**config.mk**
```make
export PLATFORM = sky130hd
export DESIGN_NAME = ram8_clr
export DESIGN_NICKNAME = d
export VERILOG_FILES = /design/src/rtl/ram8_clr.sv
export SDC_FILE = /design/constraint.sdc
export NUM_CORES = 1
export LEC_CHECK = 0
export ABC_CLOCK_PERIOD_IN_PS = 3100
export CAP_MARGIN = 20
export CELL_PAD_IN_SITES_DETAIL_PLACEMENT = 1
export CELL_PAD_IN_SITES_GLOBAL_PLACEMENT = 1
export CORE_UTILIZATION = 24
export DETAILED_ROUTE_END_ITERATION = 10
export PLACE_DENSITY = 0.55
export SLEW_MARGIN = 20
export SYNTH_ARGS = -nofsm -noshare
export SYNTH_HDL_FRONTEND = slang
export SYNTH_SLANG_ARGS = --single-unit
export TNS_END_PERCENT = 100
```
**constraint.sdc**
```tcl
create_clock -name clk -period 3.1 [get_ports clk]
set_clock_uncertainty 0.2 [all_clocks]
set_input_delay 0.31 -clock clk [delete_from_list [all_inputs] [get_ports clk]]
set_output_delay 0.31 -clock clk [all_outputs]
set_load 0.01 [all_outputs]
```
**src/rtl/ram8_clr.sv**
```systemverilog
// 8 x 16-bit Hack-style RAM8 with a self-timed clear sequencer that zeroes every word.
// Define RAM8_CLR_REGOUT_EN for a registered read port (1-cycle latency, write-through).
module ram8_clr #(
  parameter int WIDTH = 16,
  parameter int DEPTH = 8
) (
  input  logic             clk,
  input  logic             rst_n,
  input  logic [WIDTH-1:0] in,
  input  logic             load,
  input  logic [2:0]       address,
  input  logic             clr_req,
  output logic             busy,
  output logic [WIDTH-1:0] out
);

  localparam logic ST_IDLE  = 1'b0;
  localparam logic ST_CLEAR = 1'b1;

  logic             state;
  logic [2:0]       ptr;
  logic [WIDTH-1:0] mem [DEPTH];

  logic             wr_en;
  logic [2:0]       wr_addr;
  logic [WIDTH-1:0] wr_data;

  assign busy = (state == ST_CLEAR);

  // Single write port shared by the user load and the clear sweep; a clear request drops the load.
  always_comb begin
    wr_en   = 1'b0;
    wr_addr = address;
    wr_data = in;
    if (state == ST_CLEAR) begin
      wr_en   = 1'b1;
      wr_addr = ptr;
      wr_data = '0;
    end else if (load && !clr_req) begin
      wr_en = 1'b1;
    end
  end

  always_ff @(posedge clk or negedge rst_n) begin
    if (!rst_n) begin
      state <= ST_IDLE;
      ptr   <= 3'd0;
    end else begin
      case (state)
        ST_IDLE: begin
          if (clr_req) begin
            state <= ST_CLEAR;
            ptr   <= 3'd0;
          end
        end
        default: begin
          // ptr wraps 7 -> 0 on the final clear edge, leaving it ready for the next run.
          ptr <= ptr + 3'd1;
          if (ptr == 3'd7) state <= ST_IDLE;
        end
      endcase
    end
  end

  always_ff @(posedge clk or negedge rst_n) begin
    if (!rst_n) begin
      for (int i = 0; i < DEPTH; i++) mem[i] <= '0;
    end else if (wr_en) begin
      mem[wr_addr] <= wr_data;
    end
  end

`ifdef RAM8_CLR_REGOUT_EN
  // Write-through: a write to the addressed word shows up on the same edge it is captured.
  always_ff @(posedge clk or negedge rst_n) begin
    if (!rst_n) begin
      out <= '0;
    end else if (wr_en && (wr_addr == address)) begin
      out <= wr_data;
    end else begin
      out <= mem[address];
    end
  end
`else
  assign out = mem[address];
`endif

endmodule

```
==> out/qor.yml, run 1 <==
final_layout:
  nNetsFinal: 621
  drive_above_1_share: 0.218
  layout.cells.non_filler: 987
  area_growth_pct: 24.8
  antennaDiodeCount: 0
  final_util: 0.306
critical_path:
  regToRegEndpoint: "mem[85]"
  path_class: "in2out"
  critPathLaunch: "address[0]"
  cp.arrival_ps: 2100
  reg2reg_from: "busy"
  critPathLaunchType: "input port"
  worstRegToRegCells: 3
  reg2reg_slack_ps: 790
  cp_data_required_time_ps: 2590
  crit_path_end_kind: "output pin"
  crit_fanout: 10
  crit_end: "out[0]"
power:
  powerDensity_nw_per_um2: 877
  internal_power_w: 0.00504
  p_total_w: 0.00746
  p_sw_w: 0.00242
  swShare: 0.325
  pwr-share-comb: 0.298
  seq_power_share: 0.393
  p_leak_nw: 3.88
  ir_worst_vdd_v: 0.000364
  power_frac_clock: 0.309
die:
  start_util: 0.245
  num_io_pins: 40
  core.rowCount: 61
  die_w_um: 171
  fp.dieArea_um2: 29100
  core_um2: 27900
  chipHeight_um: 171
drt:
  route.detailed.drc: 0
  drt_iter0_drc: 353
  via_per_inst: 5.17
  drt_wl_total_um: 22800
  ant_nets: 0
  dr.pass1.iters: 4
  vias: 5101
  wire_per_inst_um: 23.1
synth:
  synth.distinct_cells: 37
  synth_area_um2: 6820
  syn_avg_cell_area_um2: 12.6
  netlist_instances: 542
  synth-adder-area-share: 0.00367
  yosysSeqAreaShare: 0.484
  synth-compound-area-share: 0.106
  synth_xor_area_frac: 0
  synth_top_family_by_area: "multiplexers"
  ys_ff_latch: 132
  synth-simple-area-share: 0.137
  synth_warnings: 0
  muxShareOfSynthArea: 0.226
  synth_nets: 567
clock_network:
  cts.sinks: 132
  clkTransAtPathRegs_ps: 60
  cts_resized: 0
  cts_tree: "built"
  cts_max_level: 4
  clock_latency_ps: 420
  ctsRootBufferMaster: "clkbuf_16"
  cts_buffers: 17
  clockBufferDepth: 2
timing:
  fmax_mhz: 384
  tns_ps: 0
  hold_violations: 0
  rsz0062_at_grt: "false"
  final.period_utilization: 0.840
  setup_viol: 0
  fin_crit_ps: 2610
  tightest_slew_ps: 853
  drv_slew: 0
  slew-limit-headroom: 0.431
global_route:
  grt_util_all_layers: 0.166
  grt_overflow: 0
  grt_pass1_vias: 5730
  antenna_found_initial: 0
  grt_max_degree: 58
  grt_pass1_wl_um: 35700
min_path:
  hp-class: "reg2reg"
  hp-start: "mem[2]"
placement:
  dp_hpwl_um: 14800
  io_buffers: 39
  gp_congestion: 0.756
  placed_cells: 954
flow_run:
  max-cap-violations: 0
outcome:
  status: "finished clean"
[logic make-up (layout without fill, tap and decap cells)]
family	Yosys count	after routing
compound gates	77	77
fa+ha+maj	2	2
buf+inv	63	130
flops	132	132
mux	112	112
simple gates	156	156
[how the worst min path moves through the flow]
stage	end	slack (ps)	cells after the start
final	mem[2]	320	2
after CTS	mem[56]	330	1
after global placement	mem[75]	260	1
after detailed placement	mem[73]	280	1
after global routing	mem[56]	350	1
after floorplan	busy	-190	0
[routing by layer]
metal | vias up | track usage | share of wire
met3 | 29 | 0.0312 | 0.044
met1 | 2745 | 0.217 | 0.44
met4 | 0 | 0.0556 | 0.019
met2 | 145 | 0.276 | 0.49
li1 | 2182 | - | -
met5 | - | 0 | 0
[per-stage QoR]
step / setup slack (ps) / cell area, um^2 / hold slack (ps)
final: 495 / 8510 / 324
after global routing: 388 / 8510 / 349
after CTS: 446 / 8510 / 327
after detailed placement: 453 / 7840 / 277
after global placement: 455 / 7840 / 263
after floorplan: 1050 / 6820 / -186
[power by group through the flow]
stage	clock, W	combinational [W]	sequential (W)
5_1_grt	0.00242	0.00242	0.00300
6_report	0.00231	0.00222	0.00293
3_5_place_dp	0	0.00223	0.00294
4_1_cts	0.00236	0.00225	0.00292
3_3_place_gp	0	0.00214	0.00290
2_1_floorplan	0	0.00147	0.00267
[repair_timing]
| action | CTS | global route |
|---|---|---|
| setup buffers | 0 | 0 |
| setup endpoints to repair | 0 | 0 |
| endpoints found under the hold margin | 55 | 0 |
| hold buffers | 1 | 0 |
[registers in the layout, indices dropped and copies added, names as in the netlist]
register and count:
busy 1, ptr 3, mem 128
[layout by cell type, fill, tap and decap left out, types with 2 or more instances in the layout]
cell type,Yosys,routed
dfrtp_1,132,131
nand2_1,69,69
mux2i_1,64,64
nor3b_1,59,59
a221o_1,59,59
clkdlybuf4s50_1,0,36
buf_4,4,36
mux4_2,32,32
inv_1,18,18
clkbuf_16,0,17
mux2_2,16,16
bufinv_16,0,6
nor2b_1,5,5
o2bb2ai_1,5,5
buf_12,0,5
nor2_1,4,4
a31oi_2,0,4
and3b_1,4,4
a22oi_1,4,4
clkinv_2,0,4
and2_1,2,2
nand4b_1,2,2
o31ai_1,2,2
ha_1,2,2
clkinvlp_4,0,2
buf_2,16,2
[critical path, cell delays in order]
cell and delay [ps]:
buf_2 200, buf_4 280, mux4_2 520, mux2_2 300
clkdlybuf4s50_1 480
[synthesized netlist by cell type]
library cell  number  area (um^2)
nor3b_1           59          443
and4_1             1         8.76
nand3_1            1         5.00
and4bb_2           1         12.5
mux2_2            16          180
dfrtp_1          132         3300
nand2b_1           1         6.26
o2bb2ai_1          5         43.8
nand4bb_1          1         11.3
clkbuf_1          22         82.6
buf_6              2         22.5
a2bb2oi_1          1         8.76
a221o_1           59          591
nor2_1             4         15.0
nor2_2             1         6.26
a21oi_1            1         5.00
clkbuf_2           1         5.00
ha_1               2         25.0
mux4_2            32          721
nand4b_1           2         17.5
buf_4              4         30.0
and2_1             2         12.5
a31oi_1            4         25.0
o31ai_1            2         15.0
buf_2             16         80.1
nor4b_4            1         23.8
or4b_4             1         13.8
nor2b_1            5         31.3
inv_1             18         67.6
nand2_1           69          259
a22oi_1            4         30.0
and3b_1            4         35.0
nand4_2            1         12.5
a21o_1             1         7.51
nor3_4             1         16.3
nand4_1            1         6.26
mux2i_1           64          641
[layout make-up]
type	instances	area, um^2
Inverter	18	67.6
Timing Repair Buffer	80	751
Clock buffer	18	429
Sequential cell	132	3300
Multi-Input combinational cell	347	3250
Tap cell	378	473
Fill cell	2984	19300
Clock inverter	14	233
Note: power is estimated with default switching activity, not from simulation.
==> run 2, diff against run 1 <==
- ABC_CLOCK_PERIOD_IN_PS: 3100 -> 2450
- clock period: 3.1 -> 2.45 ns (I/O delays scaled with it)
==> out/qor.yml, run 2 (synthesis results as in run 1) <==
clock_network:
  cts_setup_buffers: 0  # unchanged
  clkTransAtPathRegs_ps: 60  # about the same
  clock_latency_ps: 420  # about the same
  cts_tree: "built"  # unchanged
  cts_buffers: 17  # unchanged
  cts_max_level: 4  # unchanged
  clockBufferDepth: 2  # unchanged
  cts.sinks: 132  # unchanged
  ctsRootBufferMaster: "clkbuf_16"  # unchanged
critical_path:
  path_class: "reg2out"  # was in2out
  reg2reg_slack_ps: 190  # was 790 ps
  cp_data_required_time_ps: 2010  # was 2590 ps
  critPathLaunch: "mem[49]"  # was address[0]
  critPathLaunchType: "register"  # was input port
  regToRegEndpoint: "mem[92]"  # was mem[85]
  crit_path_end_kind: "output pin"  # unchanged
  crit_end: "out[1]"  # was out[0]
  crit_fanout: 3  # was 10
  reg2reg_from: "busy"  # unchanged
  worstRegToRegCells: 5  # was 3
  cp.arrival_ps: 1880  # was 2100 ps
final_layout:
  max_flop_register: "mem"  # unchanged
  nNetsFinal: 632  # was 621
  antennaDiodeCount: 0  # unchanged
  area_growth_pct: 28.0  # was 24.8%
  final_cell_mix: "dfrtp_1 (131), nand2_1 (69), mux2i_1 (64), nor3b_1 (59), a221o_1 (59)"  # unchanged
  final_common_cell: "dfrtp_1"  # unchanged
  layout.cells.non_filler: 998  # was 987
  largest_register_ffs: 128  # unchanged
  drive_above_1_share: 0.234  # was 0.218
timing:
  slew-limit-headroom: 0.499  # was 0.431
  timing.final.ws_setup_ps: 129  # was 495 ps
  fin_crit_ps: 2320
  fmax_mhz: 431
  setup_viol: 0  # unchanged
  hold_violations: 0  # unchanged
  drv_slew: 0  # unchanged
  rsz0062_at_grt: "false"  # unchanged
  final.period_utilization: 0.947
  tightest_slew_ps: 751  # was 853 ps
power:
  ir_worst_vdd_v: 0.000509  # was 0.000364 V
  powerDensity_nw_per_um2: 1070  # was 877 nW/um^2
  p_total_w: 0.00937  # was 0.00746 W
  p_leak_nw: 4.05  # was 3.88 nW
global_route:
  grt_util_all_layers: 0.166  # about the same
  grt_max_degree: 46  # was 58
  antenna_found_initial: 0  # unchanged
  grt_overflow: 0  # unchanged
  grt_pass1_wl_um: 35800  # was 35,700 um
  grt_pass1_vias: 5813  # was 5,730
drt:
  drt_iter0_drc: 335  # was 353
  met3WireLength_um: 1020  # was 1010 um
  dr.pass1.iters: 4  # unchanged
  vias: 5118  # was 5,101
  via_per_inst: 5.13  # was 5.17
  wire_per_inst_um: 22.8  # was 23.1 um
  met2WireLength_um: 11400  # was 11,300 um
  route.detailed.drc: 0  # unchanged
  drt_wl_total_um: 22700  # was 22,800 um
  ant_nets: 0  # unchanged
  top_layer_used: "met4"  # unchanged
  drt-met1-wl_um: 10000  # was 10,100 um
placement:
  gp_congestion: 0.750  # was 0.756
  io_buffers: 39  # unchanged
  dp_hpwl_um: 14900  # was 14,800 um
  pre_cts_slack_ps: -35.5  # was 453 ps
  placed_cells: 965  # was 954
die:
  core_um2: 27900  # unchanged
  num_io_pins: 40  # unchanged
  fp.dieArea_um2: 29100  # unchanged
  core.rowCount: 61  # unchanged
  start_util: 0.245  # unchanged
  die_w_um: 171  # unchanged
  chipHeight_um: 171  # unchanged
outcome:
  status: "finished clean"  # unchanged
min_path:
  hp-class: "in2async"  # was reg2reg
flow_run:
  max-cap-violations: 0  # unchanged
-- run 2: changes by cell type in the layout (fill, tap and decap cells not counted), moves of 2 or more --
cell and change:
a31oi_4 +2, clkinv_4 +3, buf_12 +11, clkinv_2 -4, a31oi_2 -2, clkdlybuf4s50_1 -16
dlygate4sd2_1 +16
-- run 2: where the power goes --
group	leakage [nW]	switching, W	internal, W
Combinational	1.94	0.00140	0.00147
Sequential	1.80	0.000655	0.00298
Clock	0.309	0.00104	0.00182
Total	4.05	0.00309	0.00627
-- run 2: per-layer routing --
layer | track usage | vias up
met5 | 0 | -
met4 | 0.0486 | 0
met3 | 0.0280 | 26
met2 | 0.287 | 114
met1 | 0.213 | 2784
li1 | - | 2194
-- run 2: worst min-delay path by stage --
stage | slack (ps) | from | depth (start not counted) | to
global placement | 70 | rst_n | 1 | mem[107]
floorplan | -250 | rst_n | 0 | busy
global route | 210 | rst_n | 2 | mem[121]
finish | 170 | rst_n | 2 | mem[121]
detailed placement | 80 | rst_n | 1 | mem[123]
CTS | 170 | rst_n | 2 | mem[107]
-- run 2: area by class of cell --
cell class                      instances  area (um^2)
Sequential cell                       132         3300
Clock inverter                         14          228
Multi-Input combinational cell        347         3270
Tap cell                              378          473
Timing Repair Buffer                   91          951
Inverter                               18         67.6
Fill cell                            3019        19100
Clock buffer                           18          429
-- run 2: what timing repair did --
action | 4_1_cts | 5_1_grt
setup endpoints to repair | 16 | 2
hold endpoints to repair | 36 | 0
hold buffers | 1 | 0
pin swaps | 0 | 0
gates resized for setup | 16 | 1
-- run 2: through the flow --
step / instance area (um^2) / utilization / setup TNS [ps] / hold WS (ps)
CTS: 8720 / 0.313 / 0 / 175
global route: 8730 / 0.313 / 0 / 207
detailed placement: 8080 / 0.290 / -217 / 84.2
global placement: 8060 / 0.289 / 0 / 71.0
floorplan: 6820 / - / 0 / -251
finish: 8730 / 0.313 / 0 / 167
-- run 2: critical path: stages (launching register included) --
cell	delay, ps
dfrtp_1	420
mux4_2	460
mux2_2	280
dlygate4sd2_1	290
